## config.mk

```make
export PLATFORM = sky130hd
export DESIGN_NAME = stage_dot_accumulator
export DESIGN_NICKNAME = d
export VERILOG_FILES = /design/src/rtl/stage_dot_accumulator.sv
export SDC_FILE = /design/constraint.sdc
export NUM_CORES = 1
export LEC_CHECK = 0
export ABC_AREA = 1
export CAP_MARGIN = 20
export CORE_MARGIN = 1
export CORE_UTILIZATION = 40
export CTS_CLUSTER_SIZE = 8
export DETAILED_ROUTE_END_ITERATION = 7
export GPL_TIMING_DRIVEN = 0
export PLACE_DENSITY = 0.68
export SETUP_SLACK_MARGIN = 0.4
export SLEW_MARGIN = 20
export SYNTH_ARGS = -nofsm -noshare
export SYNTH_HDL_FRONTEND = slang
export SYNTH_SLANG_ARGS = --single-unit
```

## constraint.sdc

```tcl
create_clock -name clock -period 5.6 [get_ports clock]
set_input_delay 1.12 -clock clock [delete_from_list [all_inputs] [get_ports clock]]
set_output_delay 1.12 -clock clock [all_outputs]
set_load 0.005 [all_outputs]
```

## src/rtl/stage_dot_accumulator.sv

```systemverilog
// stage_dot_accumulator: first-stage dot-product engine.
// Streams signed element pairs, accumulates their products per vector and
// emits one scaled fixed-point result per vector over valid/ready.
// Optional build macro: STAGE_SATURATE_EN (clamp results instead of wrapping).
module stage_dot_accumulator #(
    parameter  int unsigned DATA_W    = 16,
    parameter  int unsigned ACC_W     = 32,
    parameter  int unsigned NUM_A     = 4,
    parameter  int unsigned NUM_B     = 4,
    parameter  int unsigned FRAC_BITS = 0,
    localparam int unsigned A_SEL_W   = (NUM_A > 1) ? $clog2(NUM_A) : 1,
    localparam int unsigned LAYER_W   = (NUM_B > 1) ? $clog2(NUM_B) : 1
) (
    input  logic                      clock,
    input  logic                      clear_n,
    input  logic                      go,
    input  logic [A_SEL_W-1:0]        a_sel,
    input  logic [NUM_A*DATA_W-1:0]   a_bus,
    input  logic [NUM_B*DATA_W-1:0]   b_bus,
    input  logic                      in_valid,
    input  logic                      last_element,
    output logic                      in_ready,
    output logic [LAYER_W-1:0]        layer,
    output logic                      busy,
    output logic [DATA_W-1:0]         z_data,
    output logic                      z_valid,
    input  logic                      z_ready,
    output logic                      done
);

    localparam logic [LAYER_W-1:0] LAST_LAYER = LAYER_W'(NUM_B - 1);

`ifdef STAGE_SATURATE_EN
    localparam logic signed [ACC_W-1:0] SAT_MAX =
        {{(ACC_W-DATA_W+1){1'b0}}, {(DATA_W-1){1'b1}}};
    localparam logic signed [ACC_W-1:0] SAT_MIN =
        {{(ACC_W-DATA_W+1){1'b1}}, {(DATA_W-1){1'b0}}};
`endif

    typedef enum logic [1:0] {
        IDLE  = 2'd0,
        RUN   = 2'd1,
        FLUSH = 2'd2
    } state_t;

    state_t                     state_q, state_d;
    logic signed [ACC_W-1:0]    acc_q, acc_d;
    logic [LAYER_W-1:0]         layer_q, layer_d;
    logic [DATA_W-1:0]          z_data_q, z_data_d;
    logic                       z_valid_q, z_valid_d;
    logic                       done_q, done_d;

    logic signed [DATA_W-1:0]   a_op;
    logic signed [DATA_W-1:0]   b_op;
    logic signed [2*DATA_W-1:0] prod;
    logic signed [ACC_W-1:0]    prod_ext;
    logic signed [ACC_W-1:0]    sum;
    logic                       beat;
    logic                       z_hs;
    logic [LAYER_W-1:0]         layer_inc;

    // Scale by FRAC_BITS, then reduce to DATA_W bits (clamp or wrap).
    function automatic logic [DATA_W-1:0] fmt(input logic signed [ACC_W-1:0] x);
        logic signed [ACC_W-1:0] sh;
        sh = x >>> FRAC_BITS;
`ifdef STAGE_SATURATE_EN
        if (sh > SAT_MAX) begin
            sh = SAT_MAX;
        end else if (sh < SAT_MIN) begin
            sh = SAT_MIN;
        end
`endif
        return DATA_W'(sh);
    endfunction

    // A operand mux; out-of-range selects fall back to channel 0.
    always_comb begin
        a_op = a_bus[DATA_W-1:0];
        for (int unsigned k = 1; k < NUM_A; k++) begin
            if (a_sel == A_SEL_W'(k)) begin
                a_op = a_bus[k*DATA_W +: DATA_W];
            end
        end
    end

    // B operand mux driven by the active layer.
    always_comb begin
        b_op = b_bus[DATA_W-1:0];
        for (int unsigned k = 1; k < NUM_B; k++) begin
            if (layer_q == LAYER_W'(k)) begin
                b_op = b_bus[k*DATA_W +: DATA_W];
            end
        end
    end

    assign prod      = a_op * b_op;
    assign prod_ext  = ACC_W'(prod);
    assign sum       = acc_q + prod_ext;
    assign layer_inc = (layer_q == LAST_LAYER) ? '0 : layer_q + LAYER_W'(1);

    // Input side stalls while a result is waiting on a blocked consumer.
    assign in_ready = (state_q == RUN) && !(z_valid_q && !z_ready);
    assign beat     = in_valid && in_ready;
    assign z_hs     = z_valid_q && z_ready;

    // Next-state and datapath update.
    always_comb begin
        state_d   = state_q;
        acc_d     = acc_q;
        layer_d   = layer_q;
        z_data_d  = z_data_q;
        z_valid_d = z_valid_q;
        done_d    = 1'b0;
        case (state_q)
            IDLE: begin
                if (go) begin
                    state_d = RUN;
                    acc_d   = '0;
                    layer_d = '0;
                end
            end
            RUN: begin
                if (z_hs) begin
                    z_valid_d = 1'b0;
                end
                if (beat) begin
                    if (last_element) begin
                        acc_d     = '0;
                        z_data_d  = fmt(sum);
                        z_valid_d = 1'b1;
                        layer_d   = layer_inc;
                        if (layer_q == LAST_LAYER) begin
                            state_d = FLUSH;
                        end
                    end else begin
                        acc_d = sum;
                    end
                end
            end
            FLUSH: begin
                if (z_hs) begin
                    z_valid_d = 1'b0;
                    done_d    = 1'b1;
                    state_d   = IDLE;
                end
            end
            default: begin
                state_d = IDLE;
            end
        endcase
    end

    // State and datapath registers.
    always_ff @(posedge clock or negedge clear_n) begin
        if (!clear_n) begin
            state_q   <= IDLE;
            acc_q     <= '0;
            layer_q   <= '0;
            z_data_q  <= '0;
            z_valid_q <= 1'b0;
            done_q    <= 1'b0;
        end else begin
            state_q   <= state_d;
            acc_q     <= acc_d;
            layer_q   <= layer_d;
            z_data_q  <= z_data_d;
            z_valid_q <= z_valid_d;
            done_q    <= done_d;
        end
    end

    assign layer   = layer_q;
    assign busy    = (state_q != IDLE);
    assign z_data  = z_data_q;
    assign z_valid = z_valid_q;
    assign done    = done_q;

endmodule
```

==> summary.txt <==
Outcome
  • Status: complete, but fails checks
  • Failing checks: setup timing

Timing
  • Min Tclk post-route: 6.63 ns
  • Final hold vios: 0
  • Fin crit share: 118%
  • Layout Skew: 0.00296 ns
  • Relative slew slack: 50.9%
  • Tightest Pin Transition: 0.732 ns
  • Unrepaired setup endpoints after global routing: yes
  • Max Clk Rate: 0.151 GHz
  • Final WS setup: -1.03 ns
  • Finish-stage setup viols: 18
  • Max Slew Vio Count: 0

Worst setup path
  • Slowest cell on the critical path: clkdlybuf4s50_1
  • Worst Reg-to-Reg Cells: 33
  • Worst path depth: 53
  • Maximum fanout along the worst path: 3
  • CP max stage delay: 0.43 ns
  • CP delay by family, top: buffers and inverters
  • Worst EP arrival: 6.85 ns
  • Class of the most critical setup path: in2reg
  • Internal reg-to-reg setup slack: -0.79 ns
  • Element type at the critical path end: flop
  • Worst Path Required: 5.82 ns
  • Most frequent cell on the critical path: buf_4
  • WP buf/inv: 34
  • Critical path startpoint category: input pin

Global route
  • Vias in the first global route: 8658
  • First-pass GRT wire length: 42900 um
  • Gr usage total: 27.4%
  • GR Overflow Total: 0
  • Largest net degree at the start of global routing: 21
  • Initial antenna violation count: 0

Floorplanning
  • Initial Util: 41.2%
  • Die width: 142 um
  • Site Rows: 50
  • Core area: 19000 sq um
  • I/O pin cnt: 158
  • Total Die Area: 20100 sq um
  • Chip Height: 142 um

Finish
  • Layout cell share with drive strength beyond 1: 29.4%
  • Area grow syn2layout: 56.5%
  • Layout Nets: 1766
  • Final Cell Area: 12200 sq um
  • Storage element area: 951 sq um
  • Finished Core Util: 64.6%
  • Filler cells: 1494
  • # diodes: 0
  • Footprint of the multi-input gates: 6580 sq um

Synth
  • Distinct cells, synth: 40
  • Synth top cells by count: nand2_1 (326), inv_1 (276), nor2_1 (116)
  • Yosys reg bits: 38
  • Ys async rst share: 100%
  • Synth Instances: 1152
  • Top area cells in the synthesized netlist: fa_1 (24%), nand2_1 (16%), inv_1 (13%)
  • EDFF count, synth: 0
  • Synthesized net count: 1453
  • Share of the synthesized area in the top cell type: 23.8%
  • Synth area leader: fa_1
  • Sequential area share after synthesis: 12.2%
  • Most frequent cell after synthesis: nand2_1
  • Post-synth top flop: dfrtp_1
  • Syn_area_per_cell: 6.79 sq um
  • Post-Synthesis Cell Area: 7820 sq um
  • Syn. warnings: 0

Run
  • MaxCap Viol Count: 0

Place
  • Placement Cell Area: 9960 sq um
  • Pre-CTS WS: -1.98 ns
  • Port buffer count: 156
  • Final RePlAce weighted congestion: 0.888
  • Detail Placement HPWL: 19300 um

Detailed routing
  • Via count: 8611
  • Antenna Violating Nets Remaining: 0
  • Vias/cell: 4.99
  • DRT iter0 DRCs: 619
  • DR WL/cell: 16.4 um
  • DRC: 0
  • Drt total wl: 28300 um
  • DR pass1 iterations: 6

Hold path
  • HP Class: reg2reg
  • Hold Path Depth: 2

Clocking
  • Clock latency on the worst-skew pair: 0.28 ns
  • Clk slew on worst S/H paths: 0.06 ns
  • CTS Buf Count: 5
  • Clock buffer depth: 2
  • CTS tree: built
  • CTS Root Cell: clkbuf_16
  • CTS HTree Levels: 2
  • Sink Count: 38
[worst register-to-register path, delay by kind of cell, from the launching register on]
family / cells / cell delay [ns]
XOR/XNOR: 1 / 0.16
AO/OA/AOI/OAI: 5 / 0.83
adder cells (fa/ha/maj): 8 / 3.18
flip-flops: 1 / 0.42
AND/OR/NAND/NOR: 8 / 0.66
buffers and inverters: 11 / 1.05
[placed cells by master, fill, tap and decap left out, drive strengths merged, types with 2 or more instances in the layout]
cell and count:
a21oi 23, a22o 2, buf 166, clkbuf 11, clkdlybuf4s50 138, dfrtp 38
dlygate4sd2 10, dlymetal6s2s 6, fa 93, ha 72, inv 288, nand2 344
nand3 58, nand3b 4, nand4 2, nor2 122, nor3 3, o21ai 46
o21bai 2, or2 12, xnor2 7, xor2 9
[metrics by stage]
stage,std cells,hold WS (ns),TNS [ns]
2_1_floorplan,1152,0.459,-3.20
3_3_place_gp,1568,0.467,-26.09
3_5_place_dp,1569,0.467,-27.63
4_1_cts,1688,0.481,-7.26
5_1_grt,1726,0.503,-13.91
6_report,1726,0.486,-10.44
[per-layer routing]
layer | share of wire (%) | vias to the layer above | global-route usage [%]
li1 | - | 4029 | -
met1 | 40 | 4069 | 34.3
met2 | 48 | 411 | 48.8
met3 | 8.4 | 102 | 4.93
met4 | 4.1 | 0 | 6.34
met5 | 0 | - | 0
[cell families after synthesis]
group / after synthesis / synth area share [%]
AOI/OAI and AO/OA: 80 / 5.87
xor gates and xnor gates: 16 / 1.79
adders and majority gates: 165 / 35.3
buffers and inverters: 310 / 15.7
DFF: 38 / 12.2
and+or+nand+nor: 543 / 29.1
[worst paths after layout]
path / start / to
max in group asynchronous: clear_n / z_valid
max: a_bus[19] / z_data[15]
max reg2reg: layer[0] / z_data[15]
min in group asynchronous: clear_n / z_data[7]
min: z_data[8] / z_data[8]
min reg2reg: z_data[8] / z_data[8]
[cell type report]
class,instances,area share (%)
repair buffers,304,23.6
clock inverters,2,0.102
multi-input cells,806,53.7
plain buffers,22,1.66
inverters,288,9.32
clock buffers,6,1.13
well taps,260,2.66
flip-flops and latches,38,7.77
[what timing repair did]
item | 4_1_cts | 5_1_grt
setup buffers | 108 | 38
cloned | 3 | 0
hold buffers | 0 | 0
endpoints found under the setup margin | 24 | 24
pin swaps | 97 | 82
gates resized for setup | 177 | 136
[state kept, by name, summed over array words and instances, names as in the netlist]
| signal | cells |
|---|---|
| acc_q | 16 |
| done | 1 |
| layer | 2 |
| state_q | 2 |
| z_data | 16 |
| z_valid | 1 |
Power is not shown: default switching activity piles up to over one toggle a cycle in this logic, so the estimate is an artifact.
